<file path="src/rtl/can_stuff.sv">
// CAN transmit bit stuffer: serialises frame bits at CLKS_PER_BIT clocks each and
// inserts a complement stuff bit after five equal bits while stuffing is enabled.
module can_stuff #(
    parameter int CLKS_PER_BIT = 10
) (
    input  logic       i_Clock,
    input  logic       i_Reset,
    input  logic       i_Tx_Valid,
    input  logic       i_Tx_Bit,
    input  logic       i_Stuff_En,
    output logic       o_Tx_Ready,
    output logic       o_Tx_Serial,
    output logic       o_Stuff_Active,
    output logic [2:0] o_Run_Count,
    output logic       o_Bit_Done
);

    localparam int CNT_W = (CLKS_PER_BIT > 2) ? $clog2(CLKS_PER_BIT) : 1;
    localparam logic [CNT_W-1:0] LAST_CNT = CNT_W'(CLKS_PER_BIT - 1);

    typedef enum logic [1:0] {IDLE, DATA, STUFF} state_t;

    state_t           r_State;
    logic [CNT_W-1:0] r_Clk_Cnt;
    logic             r_Last_Bit;
    logic [2:0]       r_Run;
    logic             r_Stuff_Pend;
    logic             r_Tx_Serial;
    logic             r_Stuff_Active;

    logic             w_Period_End;
    logic             w_Accept;
    logic [2:0]       w_Next_Run;

    assign w_Period_End = (r_State != IDLE) && (r_Clk_Cnt == LAST_CNT);

    // Ready comes only from registered state so the serializer sees no path from its own valid.
    assign o_Tx_Ready = (r_State == IDLE) ||
                        ((r_State == DATA) && w_Period_End && !r_Stuff_Pend) ||
                        ((r_State == STUFF) && w_Period_End);
    assign w_Accept   = i_Tx_Valid & o_Tx_Ready;

    always_comb begin
        w_Next_Run = '0;
        if (!i_Stuff_En)
            w_Next_Run = '0;
        else if ((r_State == IDLE) || (i_Tx_Bit != r_Last_Bit) || (r_Run == '0))
            w_Next_Run = 3'd1;
        else
            w_Next_Run = r_Run + 3'd1;
    end

    always_ff @(posedge i_Clock or posedge i_Reset) begin
        if (i_Reset) begin
            r_State        <= IDLE;
            r_Clk_Cnt      <= '0;
            r_Last_Bit     <= 1'b1;
            r_Run          <= '0;
            r_Stuff_Pend   <= 1'b0;
            r_Tx_Serial    <= 1'b1;
            r_Stuff_Active <= 1'b0;
        end else if ((r_State != IDLE) && !w_Period_End) begin
            r_Clk_Cnt <= r_Clk_Cnt + CNT_W'(1);
        end else if ((r_State == DATA) && r_Stuff_Pend) begin
            // The stuff bit goes out regardless of i_Tx_Valid and starts the next run.
            r_State        <= STUFF;
            r_Clk_Cnt      <= '0;
            r_Tx_Serial    <= ~r_Last_Bit;
            r_Stuff_Active <= 1'b1;
            r_Run          <= 3'd1;
            r_Last_Bit     <= ~r_Last_Bit;
            r_Stuff_Pend   <= 1'b0;
        end else if (w_Accept) begin
            r_State        <= DATA;
            r_Clk_Cnt      <= '0;
            r_Tx_Serial    <= i_Tx_Bit;
            r_Stuff_Active <= 1'b0;
            r_Run          <= w_Next_Run;
            r_Last_Bit     <= i_Tx_Bit;
            r_Stuff_Pend   <= i_Stuff_En && (w_Next_Run == 3'd5);
        end else begin
            r_State        <= IDLE;
            r_Clk_Cnt      <= '0;
            r_Tx_Serial    <= 1'b1;
            r_Stuff_Active <= 1'b0;
            r_Run          <= '0;
        end
    end

    assign o_Tx_Serial    = r_Tx_Serial;
    assign o_Stuff_Active = r_Stuff_Active;
    assign o_Run_Count    = r_Run;
    assign o_Bit_Done     = w_Period_End;

endmodule

</file>
<file path="config.mk">
export PLATFORM = sky130hd
export DESIGN_NAME = can_stuff
export DESIGN_NICKNAME = d
export VERILOG_FILES = /design/src/rtl/can_stuff.sv
export SDC_FILE = /design/constraint.sdc
export NUM_CORES = 1
export LEC_CHECK = 0
export ABC_AREA = 1
export BUFFER_PORTS_ARGS = -buffer_cell sky130_fd_sc_hd__buf_2
export CAP_MARGIN = 0
export CORE_UTILIZATION = 50
export DETAILED_ROUTE_END_ITERATION = 10
export HOLD_SLACK_MARGIN = 0.1
export PLACE_DENSITY = 0.73
export RECOVER_POWER = 50
export SETUP_SLACK_MARGIN = 0.15
export SLEW_MARGIN = 40
export SYNTH_ARGS = -nofsm -noshare
export SYNTH_HDL_FRONTEND = slang
export SYNTH_SLANG_ARGS = --single-unit
export TNS_END_PERCENT = 30
</file>
<file path="constraint.sdc">
create_clock -name i_Clock -period 2.38 [get_ports i_Clock]
set_input_delay 0.238 -clock i_Clock [delete_from_list [all_inputs] [get_ports i_Clock]]
set_output_delay 0.238 -clock i_Clock [all_outputs]
set_load 0.01 [all_outputs]
</file>
# After elaboration in Yosys (flattened, before gate mapping)
# Cells that the tools add are included.
[classes] n_addsub=2 n_bitwise=3 order_cmp=0 mux=14 n_eq_ne=5 multipliers=0 reduce_logical=18 div_mod_pow=0 n_shift=0
[op_table] operator="3-bit 2-to-1 mux" count=4
[op_table] operator="1-bit 2-to-1 mux" count=8
[op_table] operator="1-bit logical AND" count=7
[op_table] operator="4-bit by 1-bit adder with 4-bit output (second input constant)" count=1
[op_table] operator="4-bit == test (second input constant)" count=1
[op_table] operator="1-bit logical OR" count=4
[op_table] operator="4-bit 2-to-1 mux" count=1
[op_table] operator="2-bit nonzero test" count=2
[op_table] operator="3-bit by 1-bit adder with 3-bit output (second input constant)" count=1
[op_table] operator="3-bit == test (second input constant)" count=1
[op_table] operator="3-bit logical NOT" count=1
[op_table] operator="2-bit by 1-bit == test with 1-bit output (second input constant)" count=1
[op_table] operator="2-bit == test (second input constant)" count=1
[op_table] operator="1-bit logical NOT" count=2
[op_table] operator="2-bit logical NOT" count=1
[op_table] operator="2-bit 2-to-1 mux" count=1
[op_table] operator="1-bit inverter" count=2
[op_table] operator="2-bit AND reduction" count=1
[op_table] operator="1-bit bitwise AND" count=1
[op_table] operator="1-bit != test" count=1
[totals] ramBits=0 input_bits=5 out_inout_bits=7 elab_cells=49 mem_count=0 mem_bits_ro=0 register_bits=13 latch_bits=0

# Logic depth before layout (Yosys ltp)
[logic_depth] word_depth=9 mapped_depth=10 mapped_depth_nobuf=10

# Least setup slack after synthesis
# OpenSTA, ideal clock, no wires.
[synth_timing] kind="reg2reg" start="reg r_Run[0] (netlist: o_Run_Count[0])" end="reg r_Stuff_Pend" path_buffers=0 t_required_ns=2.264 path_slack_ns=1.136 arrival_time_ns=1.128 setup_ns=0.116 path_stages_with_launch=11 synth_period_minus_slack_ns=1.244 cell_sequence="dfrtp_1 inv_1 ha_1 nand2_1 nand2_4 nor2_4 nand2_1 nand2_1 nor2_1 nand2_1 nand2_1"
[synth_between] elab_chain_len=8 word_cells_on_any_way=9 cone_classes="add/sub (1); eq/ne (1); mux (4); reduce/logical (3)"
[synth_lines] item="start: declaration" line_no="26" text="logic [2:0] r_Run;"
[synth_lines] item="start signal: assignment" line_no="78" text="r_Run <= w_Next_Run;"
[synth_lines] item="parallel branches: the longest is 2 deep, another holds 3-bit by 1-bit adder with 3-bit output"
[synth_lines] item="3-bit 2-to-1 mux *" line_no="47" text="else if ((r_State == IDLE) || (i_Tx_Bit != r_Last_Bit) || (r_Run == '0))"
[synth_lines] item="3-bit 2-to-1 mux *" line_no="45" text="if (!i_Stuff_En)"
[synth_lines] item="3-bit == test *" line_no="80" text="r_Stuff_Pend <= i_Stuff_En && (w_Next_Run == 3'd5);"
[synth_lines] item="1-bit logical AND *" line_no="80"
[synth_lines] item="1-bit 2-to-1 mux *" line_no="73" text="end else if (w_Accept) begin"
[synth_lines] item="1-bit 2-to-1 mux *" line_no="64" text="end else if ((r_State == DATA) && r_Stuff_Pend) begin"
[synth_lines] item="end signal: assignment" line_no="80"
[synth_lines] item="end: declaration" line_no="27" text="logic r_Stuff_Pend;"
# Every way passes the cells marked *. The select of a mux whose other input is x is not followed.
# A chain may end at the register's enable or synchronous reset.

# Worst setup path in the final report
[layout_timing] start="reg r_Clk_Cnt[1]" end="out o_Tx_Ready"
[layout_between] elab_chain_len=6 word_cells_on_any_way=7 cone_classes="eq/ne (1); reduce/logical (6)"
[layout_lines] item="start: declaration" line_no="24" text="logic [CNT_W-1:0] r_Clk_Cnt;"
[layout_lines] item="start signal: assignment" line_no="63" text="r_Clk_Cnt <= r_Clk_Cnt + CNT_W'(1);"
[layout_lines] item="4-bit == test *" line_no="35" text="assign w_Period_End = (r_State != IDLE) && (r_Clk_Cnt == LAST_CNT);"
[layout_lines] item="1-bit logical AND *" line_no="35"
[layout_lines] item="1-bit logical AND (2 in a row)" line_no="39" text="((r_State == DATA) && w_Period_End && !r_Stuff_Pend) ||"
[layout_lines] item="1-bit logical OR" line_no="38" text="assign o_Tx_Ready = (r_State == IDLE) ||"
[layout_lines] item="1-bit logical OR *" line_no="39"
[layout_lines] item="end: declaration" line_no="11" text="output logic o_Tx_Ready,"
# Every way passes the cells marked *; elsewhere a longest branch is shown, timed or not.

==> impl_metrics.json <==
{
  "cts_buffers": 3,
  "gp_congestion": 0.689,
  "hold_viol_final": 0,
  "dieWidth_um": 38.9,
  "report.final.slew_viol_count": 0,
  "die_h_um": 38.9,
  "synthCells": 80,
  "antenna_found_initial": 0,
  "avgViaCountPerCell": 4.92,
  "peakVddDrop_mv": 0.607,
  "p_per_area_nw_per_um2": 968,
  "worstPathRequired_ns": 2.14,
  "ant_nets": 0,
  "diodes": 0,
  "seq_area_frac_synth": 0.445,
  "ys_ff_latch": 12,
  "cp_max_fo": 13,
  "yosys-mux-area-fraction": 0,
  "pwr-share-comb": 0.381,
  "cts-root-buf": "clkbuf_4",
  "ys_warn_count": 0,
  "regArea_sq_um": 303,
  "hold_slack_ns": 0.259,
  "multi_input_area_sq_um": 324,
  "vias": 536,
  "power.leakage_nw": 0.408,
  "ys_types": 21,
  "total_power_uw": 765,
  "swShare": 0.397,
  "grt_usage": 0.217,
  "n_fill_cell": 99,
  "relSlewSlack": 0.698,
  "ctsLongestPathBuffers": 2,
  "num_rows": 12,
  "dp_slack_ns": 1.02,
  "max_freq_mhz": 607,
  "endpoint_kind": "output port",
  "setup_viol": 0,
  "fin_skew_ns": 0.00739,
  "synth-adder-area-share": 0.0735,
  "synth_top_cell_by_area": "dfrtp_1",
  "htree_levels": 1,
  "first_global_vias": 498,
  "drive_above_1_share": 0.295,
  "final_nets": 105,
  "p_int_uw": 462,
  "critPathArrivalTime_ns": 1.41,
  "clkSlewWorstSetupHoldPaths_ns": 0.08,
  "tightest_slew_ns": 0.452,
  "die-area_sq_um": 1510,
  "post_drt_wl_per_cell_um": 11.7,
  "hold_class": "input pin to register",
  "setup_slack_ns": 0.732,
  "synth_area_leaders": "dfrtp_1 (37%), dfstp_2 (7.7%), ha_1 (7.4%)",
  "synth_xor_area_frac": 0.0386,
  "netlist_area_sq_um": 681,
  "grt_max_degree": 14,
  "period_share": 0.692,
  "cts_tree": "built",
  "grt_pass1_wl_um": 2120,
  "post_cts_buffers": 0,
  "io_pins": 12,
  "cp-start-kind": "register",
  "clk_latency_ns": 0.28,
  "layout_common_cells": "nor2_1 (12), nand2_1 (12), dfrtp_1 (10)",
  "dr.pass1.iters": 4,
  "synth.net_count": 89,
  "start_util": 0.574,
  "routed_wl_um": 1270,
  "max-cap-violations": 0,
  "drc": 0,
  "run_status": "complete, no violations",
  "drt_iter0_markers": 23,
  "synth_top_family_by_area": "simple AND/OR/NAND/NOR gates",
  "synthToLayoutAreaGrowth_pct": 16.2,
  "tns_ns": 0,
  "synth_compound_area_frac": 0.0680,
  "post_synth_and_or_nand_nor_area_fraction": 0.296,
  "yosysTopAreaCellShare": 0.368,
  "clkSinkCount": 12,
  "io_buffers": 11,
  "synth_area_per_cell_sq_um": 8.51,
  "clkPwrFrac": 0.217,
  "crit_type": "register to output port",
  "p_seq_frac": 0.401,
  "min_period_ns": 1.65,
  "core_sq_um": 1190,
  "grt_setup_unrepaired": "false",
  "p_sw_uw": 304,
  "grt_overflow": 0,
  "dp_hpwl_um": 911
}
==> what timing repair did <==
action / in CTS / in global routing
hold buffers: 1 / 0
resized for setup: 0 / 0
endpoints found under the hold margin: 10 / 0
==> per-layer routing <==
metal	vias to the layer above	track usage	share of wire
li1	277	-	-
met1	236	0.282	0.50
met2	18	0.321	0.42
met3	5	0.0520	0.056
met4	0	0.129	0.024
met5	-	0	0
==> power groups by stage <==
stage | Combinational (mW) | Clock, mW | Sequential, mW
after detailed placement | 0.291 | 0 | 0.311
after global routing | 0.331 | 0.182 | 0.316
after CTS | 0.294 | 0.170 | 0.307
after floorplan | 0.226 | 0 | 0.310
final | 0.292 | 0.166 | 0.307
after global placement | 0.285 | 0 | 0.308
==> per-stage QoR <==
| step | instance area (sq um) | instances | util |
|---|---|---|---|
| finish | 791 | 109 | 0.667 |
| global route | 791 | 109 | 0.667 |
| CTS | 795 | 109 | 0.670 |
| detailed placement | 748 | 104 | 0.631 |
| global placement | 748 | 104 | 0.631 |
| floorplan | 681 | 80 | - |
==> cells in the mapped netlist (all sizes together) <==
master / n
buf: 1
o21ai: 5
nor2: 15
o22ai: 1
xnor2: 1
a21oi: 3
dfstp: 2
nand3: 5
xor2: 2
nand2: 17
nand4: 1
ha: 4
dfrtp: 10
inv: 13
==> worst max-delay path, stage by stage (launching register included) <==
cell and delay, ns:
dfrtp_1 0.40, inv_1 0.06, ha_1 0.15, nand3_2 0.11, nand2_4 0.16, nand2_2 0.08, inv_1 0.05, buf_2 0.11
==> kinds of logic after synthesis <==
logic type,count (synthesis)
simple gates,38
buf+inv,14
flops,12
fa+ha+maj,4
xor+xnor,3
compound gates,9
==> sequential cells by signal (all words and copies together), names as in the netlist <==
| name | flops |
|---|---|
| o_Run_Count | 3 |
| r_State | 2 |
| r_Clk_Cnt | 4 |
| r_Last_Bit | 1 |
| r_Stuff_Pend | 1 |
| o_Tx_Serial | 1 |
==> path summary, 6_finish.rpt <==
| check | start | endpoint | slack (ns) | cells after the start |
|---|---|---|---|---|
| setup / recovery | r_Clk_Cnt[1] | o_Tx_Ready | 0.73 | 7 |
| hold / removal | i_Stuff_En | o_Run_Count[0] | 0.26 | 3 |
| setup reg to reg | r_Clk_Cnt[1] | o_Run_Count[0] | 1.00 | 8 |
| hold reg to reg | r_Clk_Cnt[0] | r_Clk_Cnt[0] | 0.49 | 1 |
| max in group asynchronous | i_Reset | r_Last_Bit | 1.54 | 3 |
| min in group asynchronous | i_Reset | o_Run_Count[1] | 0.49 | 3 |
==> cell type report <==
cell class	instances	area share
sequential	12	0.383
tap	14	0.0222
inverter	13	0.0617
timing repair buffer	12	0.0775
multi-input combinational	54	0.410
clock buffer	4	0.0459
Note: power is estimated with default switching activity, not from simulation.
